$ cat src/rtl/bayer_port_arbiter_pkg.sv
// Shared types and constants for the Bayer frame-memory port arbiter.
// Latency: n/a (declarations only).
// Backpressure: n/a (declarations only).
//
// Contents: FSM state encoding (which doubles as the owner encoding),
// frame geometry, bus widths and the per-client request bundle.
package bayer_port_arbiter_pkg;

  // Frame geometry: 128x128 Bayer frame, linear address row*128+col.
  localparam int FRAME_W = 128;
  localparam int ADDR_W  = 14;
  localparam int DATA_W  = 8;

  // Beat counter width; large enough to count up to a 64-beat burst.
  localparam int BEAT_W  = 6;

  // The state value is driven straight onto the owner output, so the
  // encodings below are the externally visible owner codes as well.
  typedef enum logic [1:0] {
    ST_IDLE = 2'b00,
    ST_OWN0 = 2'b01,
    ST_OWN1 = 2'b10
  } arb_state_t;

  localparam logic [1:0] OWNER_IDLE = 2'b00;
  localparam logic [1:0] OWNER_C0   = 2'b01;
  localparam logic [1:0] OWNER_C1   = 2'b10;

  // One client's request bundle, used to mux the owning client onto the
  // memory port.
  typedef struct packed {
    logic              req;
    logic [ADDR_W-1:0] addr;
    logic              last;
  } client_req_t;

endpackage

$ cat src/rtl/bayer_port_arbiter_pick.sv
// Two-input round-robin picker used when the port is idle.
// Latency: purely combinational, 0 cycles.
// Backpressure: none; pick is meaningful only while any is high.
//
// Ports:
//   req0, req1 : client requests
//   ptr        : round-robin pointer, 0 favours client 0, 1 favours client 1
//   pick       : chosen client (0 or 1)
//   any        : at least one client is requesting
module bayer_arb_pick (
  input  logic req0,
  input  logic req1,
  input  logic ptr,
  output logic pick,
  output logic any
);

  always_comb begin
    any = req0 | req1;
    // With a single requester the pointer is irrelevant; with two, the
    // pointer breaks the tie. With none, pick defaults to client 0.
    if (req0 && req1) begin
      pick = ptr;
    end else begin
      pick = req1;
    end
  end

endmodule

$ cat src/rtl/bayer_port_arbiter.sv
// Burst-locking round-robin arbiter sharing one frame-memory read port between two interpolation engines.
// Latency: grant combinational with request while owning; cN_rvalid 1 cycle after cN_gnt; rdata = mem_rdata.
// Backpressure: a client stalls by holding req until gnt; a non-requesting owner keeps the port (burst lock).
//
// Ports:
//   clk, rst                         clock, async active-high reset
//   c0_req/c0_addr/c0_last           client 0 (green engine) beat request
//   c0_gnt, c0_rvalid                client 0 beat accepted / read data valid
//   c1_*                             same for client 1 (R/B engine)
//   rdata                            shared read data, qualified by cN_rvalid
//   mem_en, mem_addr, mem_rdata      frame-memory read port (data 1 cycle after mem_en)
//   owner                            00 idle, 01 client 0, 10 client 1
module bayer_port_arbiter
  import bayer_port_arbiter_pkg::*;
#(
  parameter int MAX_BURST = 64
) (
  input  logic              clk,
  input  logic              rst,

  input  logic              c0_req,
  input  logic [ADDR_W-1:0] c0_addr,
  input  logic              c0_last,
  output logic              c0_gnt,
  output logic              c0_rvalid,

  input  logic              c1_req,
  input  logic [ADDR_W-1:0] c1_addr,
  input  logic              c1_last,
  output logic              c1_gnt,
  output logic              c1_rvalid,

  output logic [DATA_W-1:0] rdata,

  output logic              mem_en,
  output logic [ADDR_W-1:0] mem_addr,
  input  logic [DATA_W-1:0] mem_rdata,

  output logic [1:0]        owner
);

  // The beat counter holds the number of beats already granted in the
  // current ownership, so the beat being granted is beat_q+1. A grant
  // while beat_q == MAX_BURST-1 is therefore beat number MAX_BURST.
  localparam logic [BEAT_W-1:0] LAST_BEAT = BEAT_W'(MAX_BURST - 1);

  arb_state_t        state_q, state_d;
  logic [BEAT_W-1:0] beat_q,  beat_d;
  logic              ptr_q,   ptr_d;

  logic              pick;
  logic              any_req;

  client_req_t       act;        // request bundle of the owning client
  logic              act_is_c1;  // owning client is client 1
  logic              oth_req;    // the non-owning client is requesting
  logic              act_gnt;    // a beat is accepted this cycle

  bayer_arb_pick u_pick (
    .req0 (c0_req),
    .req1 (c1_req),
    .ptr  (ptr_q),
    .pick (pick),
    .any  (any_req)
  );

  // Steer the owning client's request onto a common bundle so the FSM
  // body is written once for both OWN states.
  always_comb begin
    act_is_c1 = (state_q == ST_OWN1);
    if (act_is_c1) begin
      act     = '{req: c1_req, addr: c1_addr, last: c1_last};
      oth_req = c0_req;
    end else begin
      act     = '{req: c0_req, addr: c0_addr, last: c0_last};
      oth_req = c1_req;
    end
  end

  // Next-state, beat counter and pointer.
  always_comb begin
    state_d = state_q;
    beat_d  = beat_q;
    ptr_d   = ptr_q;
    act_gnt = 1'b0;

    case (state_q)
      ST_IDLE: begin
        // Arbitration cycle only; no beat is issued from IDLE.
        if (any_req) begin
          state_d = pick ? ST_OWN1 : ST_OWN0;
        end
      end

      ST_OWN0, ST_OWN1: begin
        act_gnt = act.req;
        // Without a request the owner keeps the port and the count holds.
        if (act.req) begin
          if (act.last || (beat_q == LAST_BEAT)) begin
            // Release: either the client ended its burst or it hit the
            // burst limit. A forced release is silent; the client simply
            // re-requests and carries on with its next address later.
            beat_d = '0;
            ptr_d  = ~act_is_c1;
            if (oth_req) begin
              // Hand straight over, no idle bubble.
              state_d = act_is_c1 ? ST_OWN0 : ST_OWN1;
            end else begin
              state_d = ST_IDLE;
            end
          end else begin
            beat_d = beat_q + 1'b1;
          end
        end
      end

      default: begin
        state_d = ST_IDLE;
        beat_d  = '0;
      end
    endcase
  end

  assign c0_gnt   = act_gnt & ~act_is_c1;
  assign c1_gnt   = act_gnt &  act_is_c1;
  assign mem_en   = act_gnt;
  // Address is passed through untouched while a beat is issued and held
  // at zero otherwise.
  assign mem_addr = act_gnt ? act.addr : '0;
  assign rdata    = mem_rdata;
  assign owner    = state_q;

  always_ff @(posedge clk or posedge rst) begin
    if (rst) begin
      state_q   <= ST_IDLE;
      beat_q    <= '0;
      ptr_q     <= 1'b0;
      c0_rvalid <= 1'b0;
      c1_rvalid <= 1'b0;
    end else begin
      state_q   <= state_d;
      beat_q    <= beat_d;
      ptr_q     <= ptr_d;
      // Memory returns data one cycle after mem_en, so the valid strobe
      // is simply the grant delayed by one cycle. Grants are exclusive,
      // hence the two strobes are too.
      c0_rvalid <= c0_gnt;
      c1_rvalid <= c1_gnt;
    end
  end

endmodule

$ cat config.mk
export PLATFORM = sky130hd
export DESIGN_NAME = bayer_port_arbiter
export DESIGN_NICKNAME = d
export VERILOG_FILES = /design/src/rtl/bayer_port_arbiter_pkg.sv /design/src/rtl/bayer_port_arbiter_pick.sv /design/src/rtl/bayer_port_arbiter.sv
export SDC_FILE = /design/constraint.sdc
export NUM_CORES = 1
export LEC_CHECK = 0
export CAP_MARGIN = 20
export CORE_UTILIZATION = 30
export DETAILED_ROUTE_END_ITERATION = 7
export DONT_BUFFER_PORTS = 1
export PLACE_DENSITY_LB_ADDON = 0.2
export RECOVER_POWER = 25
export SYNTH_ARGS = -nofsm -noshare
export SYNTH_HDL_FRONTEND = slang
export SYNTH_SLANG_ARGS = --single-unit
$ cat constraint.sdc
create_clock -name clk -period 3.45 [get_ports clk]
set_clock_uncertainty 0.1 [all_clocks]
set_input_delay 0.5175 -clock clk [delete_from_list [all_inputs] [get_ports clk]]
set_output_delay 0.5175 -clock clk [all_outputs]
set_load 0.005 [all_outputs]
==> results of run 1 <==
-- cells in the final DEF, fill, tap and decap left out, types with 2 or more instances in the layout --
cell / instances
ha_1: 4
o21a_1: 2
nor2_1: 3
a21o_1: 2
nand2_1: 3
mux2i_1: 4
clkbuf_4: 3
o21ai_1: 3
a32o_1: 2
dfrtp_1: 11
nor2b_1: 4
and3_1: 3
a22o_1: 17
inv_1: 3
-- area by class of cell --
class	instances	share of cell area, %
Inverter	3	1.34
Clock buffer	3	2.67
Sequential cell	11	32.7
Tap cell	31	4.61
Clock inverter	1	0.594
Multi-Input combinational cell	63	58.1
-- power by group through the flow --
stage | Sequential (mW) | Clock (mW) | Combinational, mW
floorplan | 0.182 | 0 | 0.367
global placement | 0.187 | 0 | 0.369
detailed placement | 0.188 | 0 | 0.372
CTS | 0.185 | 0.101 | 0.375
global route | 0.190 | 0.106 | 0.411
finish | 0.185 | 0.0953 | 0.372
-- metal layers --
metal,track usage (%),share of wire [%],wire length [um]
met1,13.5,39,747
met2,21.9,49,939
met3,4.88,8.4,162
met4,7.32,3.7,72
met5,0,0,0
-- path summary, 6_finish.rpt --
kind / startpoint / end / slack (ns)
min in group clk: c1_last / ptr_q / 0.34
max in group asynchronous: rst / owner[0] / 2.92
hold / removal: rst / c0_rvalid / 0.02
setup / recovery: owner[1] / mem_addr[13] / 0.62
setup reg to reg: owner[1] / ptr_q / 1.32
hold reg to reg: ptr_q / ptr_q / 0.39
-- stage by stage --
step                      instance area [um2]  setup slack, ns  total power, mW
after floorplan                           880             1.21            0.549
after global placement                    815            0.979            0.556
after detailed placement                  815            0.924            0.560
after CTS                                 842            0.607            0.661
after global routing                      842            0.410            0.707
final                                     842            0.617            0.652
-- cell usage after synthesis --
cell type  number
a22o_1         17
dfrtp_1        11
buf_4           8
ha_1            4
mux2i_1         4
nor2b_1         4
and3_1          3
buf_6           3
inv_1           3
nand2_1         3
nor2_1          3
o21ai_1         3
a21o_1          2
a32o_1          2
buf_2           2
o21a_1          2
a21boi_0        1
a21oi_1         1
a21oi_2         1
a22oi_1         1
and2_1          1
and2_2          1
and3_2          1
mux2_2          1
nand2b_1        1
nand3_1         1
nor2_2          1
o211ai_2        1
o21ai_0         1
o21bai_1        1
or2_1           1
or3b_1          1
-- flip-flops by register name (all words and copies together) (netlist names) --
name       cells
beat_q         6
c0_rvalid      1
c1_rvalid      1
owner          2
ptr_q          1
-- worst max-delay path, cell delays in order, from the launching register on --
cell,delay (ns)
dfrtp_1,0.42
inv_1,0.08
ha_1,0.43
nor2b_1,0.20
and2_1,0.53
a22o_1,0.27
-- cells by family (layout without fill, tap and decap cells) --
logic type	Yosys count	in the layout	share of synthesized area, %
compound gates	33	33	30.4
simple gates	21	21	13.7
buf+inv	16	7	13.1
flops	11	11	31.3
mux	5	5	5.83
fa+ha+maj	4	4	5.69
==> reports/summary.txt, run 1 <==
status = finished, final reports clean
Fmax achieved = 0.353 GHz
post-synth top area cell = dfrtp_1
Final ANT Viol Nets = 0
cell count after placement = 108
ant diodes = 0
Die Span Y = 56.1 um
leakage power = 0.395 nW
critical path arrival = 2.22 ns
worst skew pair latency = 0.28 ns
switch share = 43.9%
DRC Markers = 0
routed vias = 663
chip width = 56.1 um
gpl congestion = 0.732
Final Slew Violations = 0
DR vias/cell = 5.92
Starting DRT DRC Count = 6
Syn Area/Cell = 9.77 um2
IO buf count = 0
core area = 2760 um2
DP HPWL = 1530 um
WS Path Type = flip-flop to primary output
largest cells by area after synthesis = dfrtp_1, a22o_1, buf_4
largest net degree at the start of global routing = 19
CP Data Required Time = 2.83 ns
Synth Net Count = 136
top cell type's share of synthesized area = 31.3%
Sw Pwr = 0.286 mW
max_cap viols = 0
reg2reg path depth = 6
I/O pin count = 71
CTS H-tree lvls = 1
Post-CTS Setup Bufs = 0
worst ir drop on vdd = 0.342 mV
post_cts resized = 0
Hold-fix buffers, CTS = 0
Worst setup SP type = flip-flop
max_slew headroom = 58.3%
clock-pin slew on the worst setup and hold paths = 0.08 ns
Setup crit end kind = primary output
Flop pwr share = 28.3%
Filler cells = 299
Initial Util = 31.9%
hold slack = 0.0183 ns
final core utilization = 30.5%
Global Route Usage Sum = 12.9%
YS warnings = 0
die area = 3150 um2
root buffer cell = clkbuf_4
fin cells = 112
Site Rows = 19
Hold Fails Final Rpt = 0
Worst Tran Pin Value = 0.625 ns
drt first pass iters = 4
Total Wirelength = 1920 um
Synth Register Bits = 11
Tcrit/Tclk final = 82.1%
Hold Crit Class = input port to async pin
number of library cell types mapped by synthesis = 32
vias in the first global route = 667
CTS tree = built
PwrDens = 774 nW/um2
RSZ-0062 raised after global routing = no
CTS buffer count = 3
combinational power share = 57.0%
min cycle time layout = 2.83 ns
initial antenna violation count = 0
maximum clock path buffer count = 2
layout cells sized above 1 = 12.3%
Synth Instances = 90
register area = 275 um2
routed wire length per instance = 17.2 um
area delta synth->final = -4.27%
area occupied by multi-input gates = 489 um2
Power Internal = 0.366 mW
global-route wire length before repair = 3080 um
Clk pwr share = 14.6%
total grt overflow = 0
Final setup viols = 0
share of the yosys chip area belonging to registers = 31.3%
Synth Cell Area = 880 um2
final-stage net count = 128
TNS Setup = 0 ns
Sink Count = 11
CP max FO = 18
Note: power is estimated with default switching activity, not from simulation.
==> run 2: changes to the inputs <==
- ABC_AREA: not set -> 1
- clock period: 3.45 -> 2.75 ns (I/O delays scaled with it)
==> reports/summary.txt, run 2 <==
total grt overflow = 0 (unchanged)
reg-to-reg critical path startpoint = owner[0]
drt first pass iters = 6 (+2)
Site Rows = 19 (unchanged)
Fmax achieved = 0.435 GHz
leakage power = 0.486 nW (+23%)
area delta synth->final = -0.675%
ant diodes = 0 (unchanged)
global-route wire length before repair = 3110 um (+0.88%)
DP HPWL = 1590 um (+4.5%)
root buffer cell = clkbuf_4
largest cells by area after synthesis = dfrtp_1, nand2_1, a22o_1
Post-synth top cells = nand2_1, inv_1, a22o_1, dfrtp_1, nand3_1
layout cells sized above 1 = 12.3% (-0.051 points)
Synth Net Count = 173 (+27%)
YS warnings = 0 (unchanged)
Filler cells = 324 (+8.4%)
die area = 3320 um2 (+5.2%)
Worst Setup SP = owner[0]
clock-pin slew on the worst setup and hold paths = 0.08 ns (about the same)
DR vias/cell = 5.25 (-11%)
routed vias = 804 (+21%)
Reg with most FFs = beat_q
commonest non-fill, non-tap cell in the layout = nand2_1
Initial Util = 32.5% (+0.60 points)
Top FF cell, synth = dfrtp_1
worst skew pair latency = 0.28 ns (about the same)
Synth Cell Area = 927 um2 (+5.4%)
RSZ-0062 raised after global routing = no
max_cap viols = 0 (unchanged)
largest net degree at the start of global routing = 17 (-2)
I/O pin count = 71 (unchanged)
Global Route Usage Sum = 12.5% (-0.39 points)
Hold Fails Final Rpt = 0 (unchanged)
DRC Markers = 1 (+1)
most frequent cells in the layout = nand2_1, inv_1, a22o_1
Reg2Reg Capture Point = owner[0]
worst ir drop on vdd = 0.364 mV (+6.6%)
critical path arrival = 1.79 ns (-0.43 ns)
Die Span Y = 57.6 um (+2.6%)
Final setup viols = 0 (unchanged)
Setup crit end kind = primary output
number of library cell types mapped by synthesis = 18 (-44%)
CTS H-tree lvls = 1 (unchanged)
final-stage net count = 169 (+32%)
status = complete, but fails checks
IO buf count = 0 (unchanged)
CTS buffer count = 3 (unchanged)
Synth Instances = 127 (+41%)
post-synth top area cell = dfrtp_1
chip width = 57.6 um (+2.6%)
max_slew headroom = 69.6% (+11 points)
WS Path Type = flip-flop to primary output
min cycle time layout = 2.30 ns
Final ANT Viol Nets = 0 (unchanged)
PwrDens = 899 nW/um2 (+16%)
top cell type's share of synthesized area = 29.7% (-1.6 points)
maximum clock path buffer count = 2 (unchanged)
worst setup path end = mem_addr[7]
Final Slew Violations = 0 (unchanged)
Worst setup SP type = flip-flop
failing checks = design-rule violations
Synth async-reset ratio = 100% (unchanged)
r2r setup slk = 1.05 ns (-0.27 ns)
hold slack = 0.307 ns (+0.289 ns)
Synth Register Bits = 11 (unchanged)
initial antenna violation count = 0 (unchanged)
final core utilization = 32.3% (+1.7 points)
core area = 2850 um2 (+3.4%)
vias in the first global route = 709 (+6.3%)
Post-synth EDFFs = 0 (unchanged)
cell with the most instances after synthesis = nand2_1
Hold Crit Class = input port to flip-flop
Sink Count = 11 (unchanged)
Syn Area/Cell = 7.30 um2 (-25%)
post_cts resized = 0 (unchanged)
share of the yosys chip area belonging to registers = 29.7% (-1.6 points)
Largest register FFs = 6 (unchanged)
TNS Setup = 0 ns (unchanged)
reg2reg path depth = 9 (+3)
Tcrit/Tclk final = 83.6%
routed wire length per instance = 12.8 um (-26%)
CP Data Required Time = 2.24 ns (-0.59 ns)
gpl congestion = 0.744 (+1.7%)
CTS tree = built
CP max FO = 16 (-2)
Worst Tran Pin Value = 0.456 ns (-0.169 ns)
Total Wirelength = 1950 um (+1.7%)
Starting DRT DRC Count = 7 (+1)
## run 2: changes by cell type in the layout (fill, tap and decap cells not counted), sizes merged, moves of 4 or more
cell,before,now
and3,4,0
inv,3,20
mux2i,4,0
nand2,3,39
nand3,1,12
nand4,0,4
nor2b,4,0
## run 2: per-layer routing
layer	track usage [%]	routed length, um
met1	13.1	757
met2	23.3	1010
met3	4.76	175
met4	3.14	10
met5	0	0
## run 2: metrics by stage
stage	std cells	power [mW]	setup slack, ns	area (um2)
after floorplan	127	0.656	0.871	927
after global placement	148	0.716	0.780	883
after detailed placement	148	0.721	0.745	883
after CTS	153	0.844	0.428	921
after global routing	153	0.909	0.341	921
final	153	0.828	0.452	921
## run 2: timing repair
action / CTS / global route
hold buffers: 1 / 0
endpoints found under the hold margin: 11 / 0
buffers inserted: 0 / 0
## run 2: where the power goes
group | switching [mW] | total (mW) | internal, mW
clock network | 0.0620 | 0.116 | 0.0539
logic | 0.321 | 0.478 | 0.157
registers | 0.0332 | 0.234 | 0.201
total | 0.416 | 0.828 | 0.412
## run 2: worst min path at each step
stage | cells past startpoint | start | to | slack (ns)
final | 4 | c1_req | owner[1] | 0.31
after CTS | 4 | c1_req | owner[1] | 0.30
after global routing | 4 | c0_req | owner[0] | 0.31
after detailed placement | 1 | rst | c1_rvalid | 0.24
after floorplan | 1 | rst | beat_q[0] | 0.16
after global placement | 1 | rst | c1_rvalid | 0.24
## run 2: layout make-up
type                    instances  area (um2)  share of cell area (%)
flip-flops and latches         11         275                    29.9
multi-input cells              85         490                    53.3
repair buffers                  1        10.0                    1.09
clock inverters                 1        5.00                   0.543
inverters                      21        78.8                    8.56
well taps                      31        38.8                    4.21
clock buffers                   3        22.5                    2.45
## run 2: cells by family (layout without fill, tap and decap cells)
kind of cell,Yosys count,in the layout,synth area share [%]
and+or+nand+nor,62,62,31.6
adders and majority gates,4,4,5.40
buffers and inverters,31,26,17.4
DFF,11,11,29.7
AOI/OAI and AO/OA,19,19,15.9
## run 2: worst max-delay path: stages, from the launching register on
cell and delay (ns):
dfrtp_1 0.42, inv_1 0.08, ha_1 0.41, nand3_1 0.14, inv_2 0.23, a22o_1 0.22
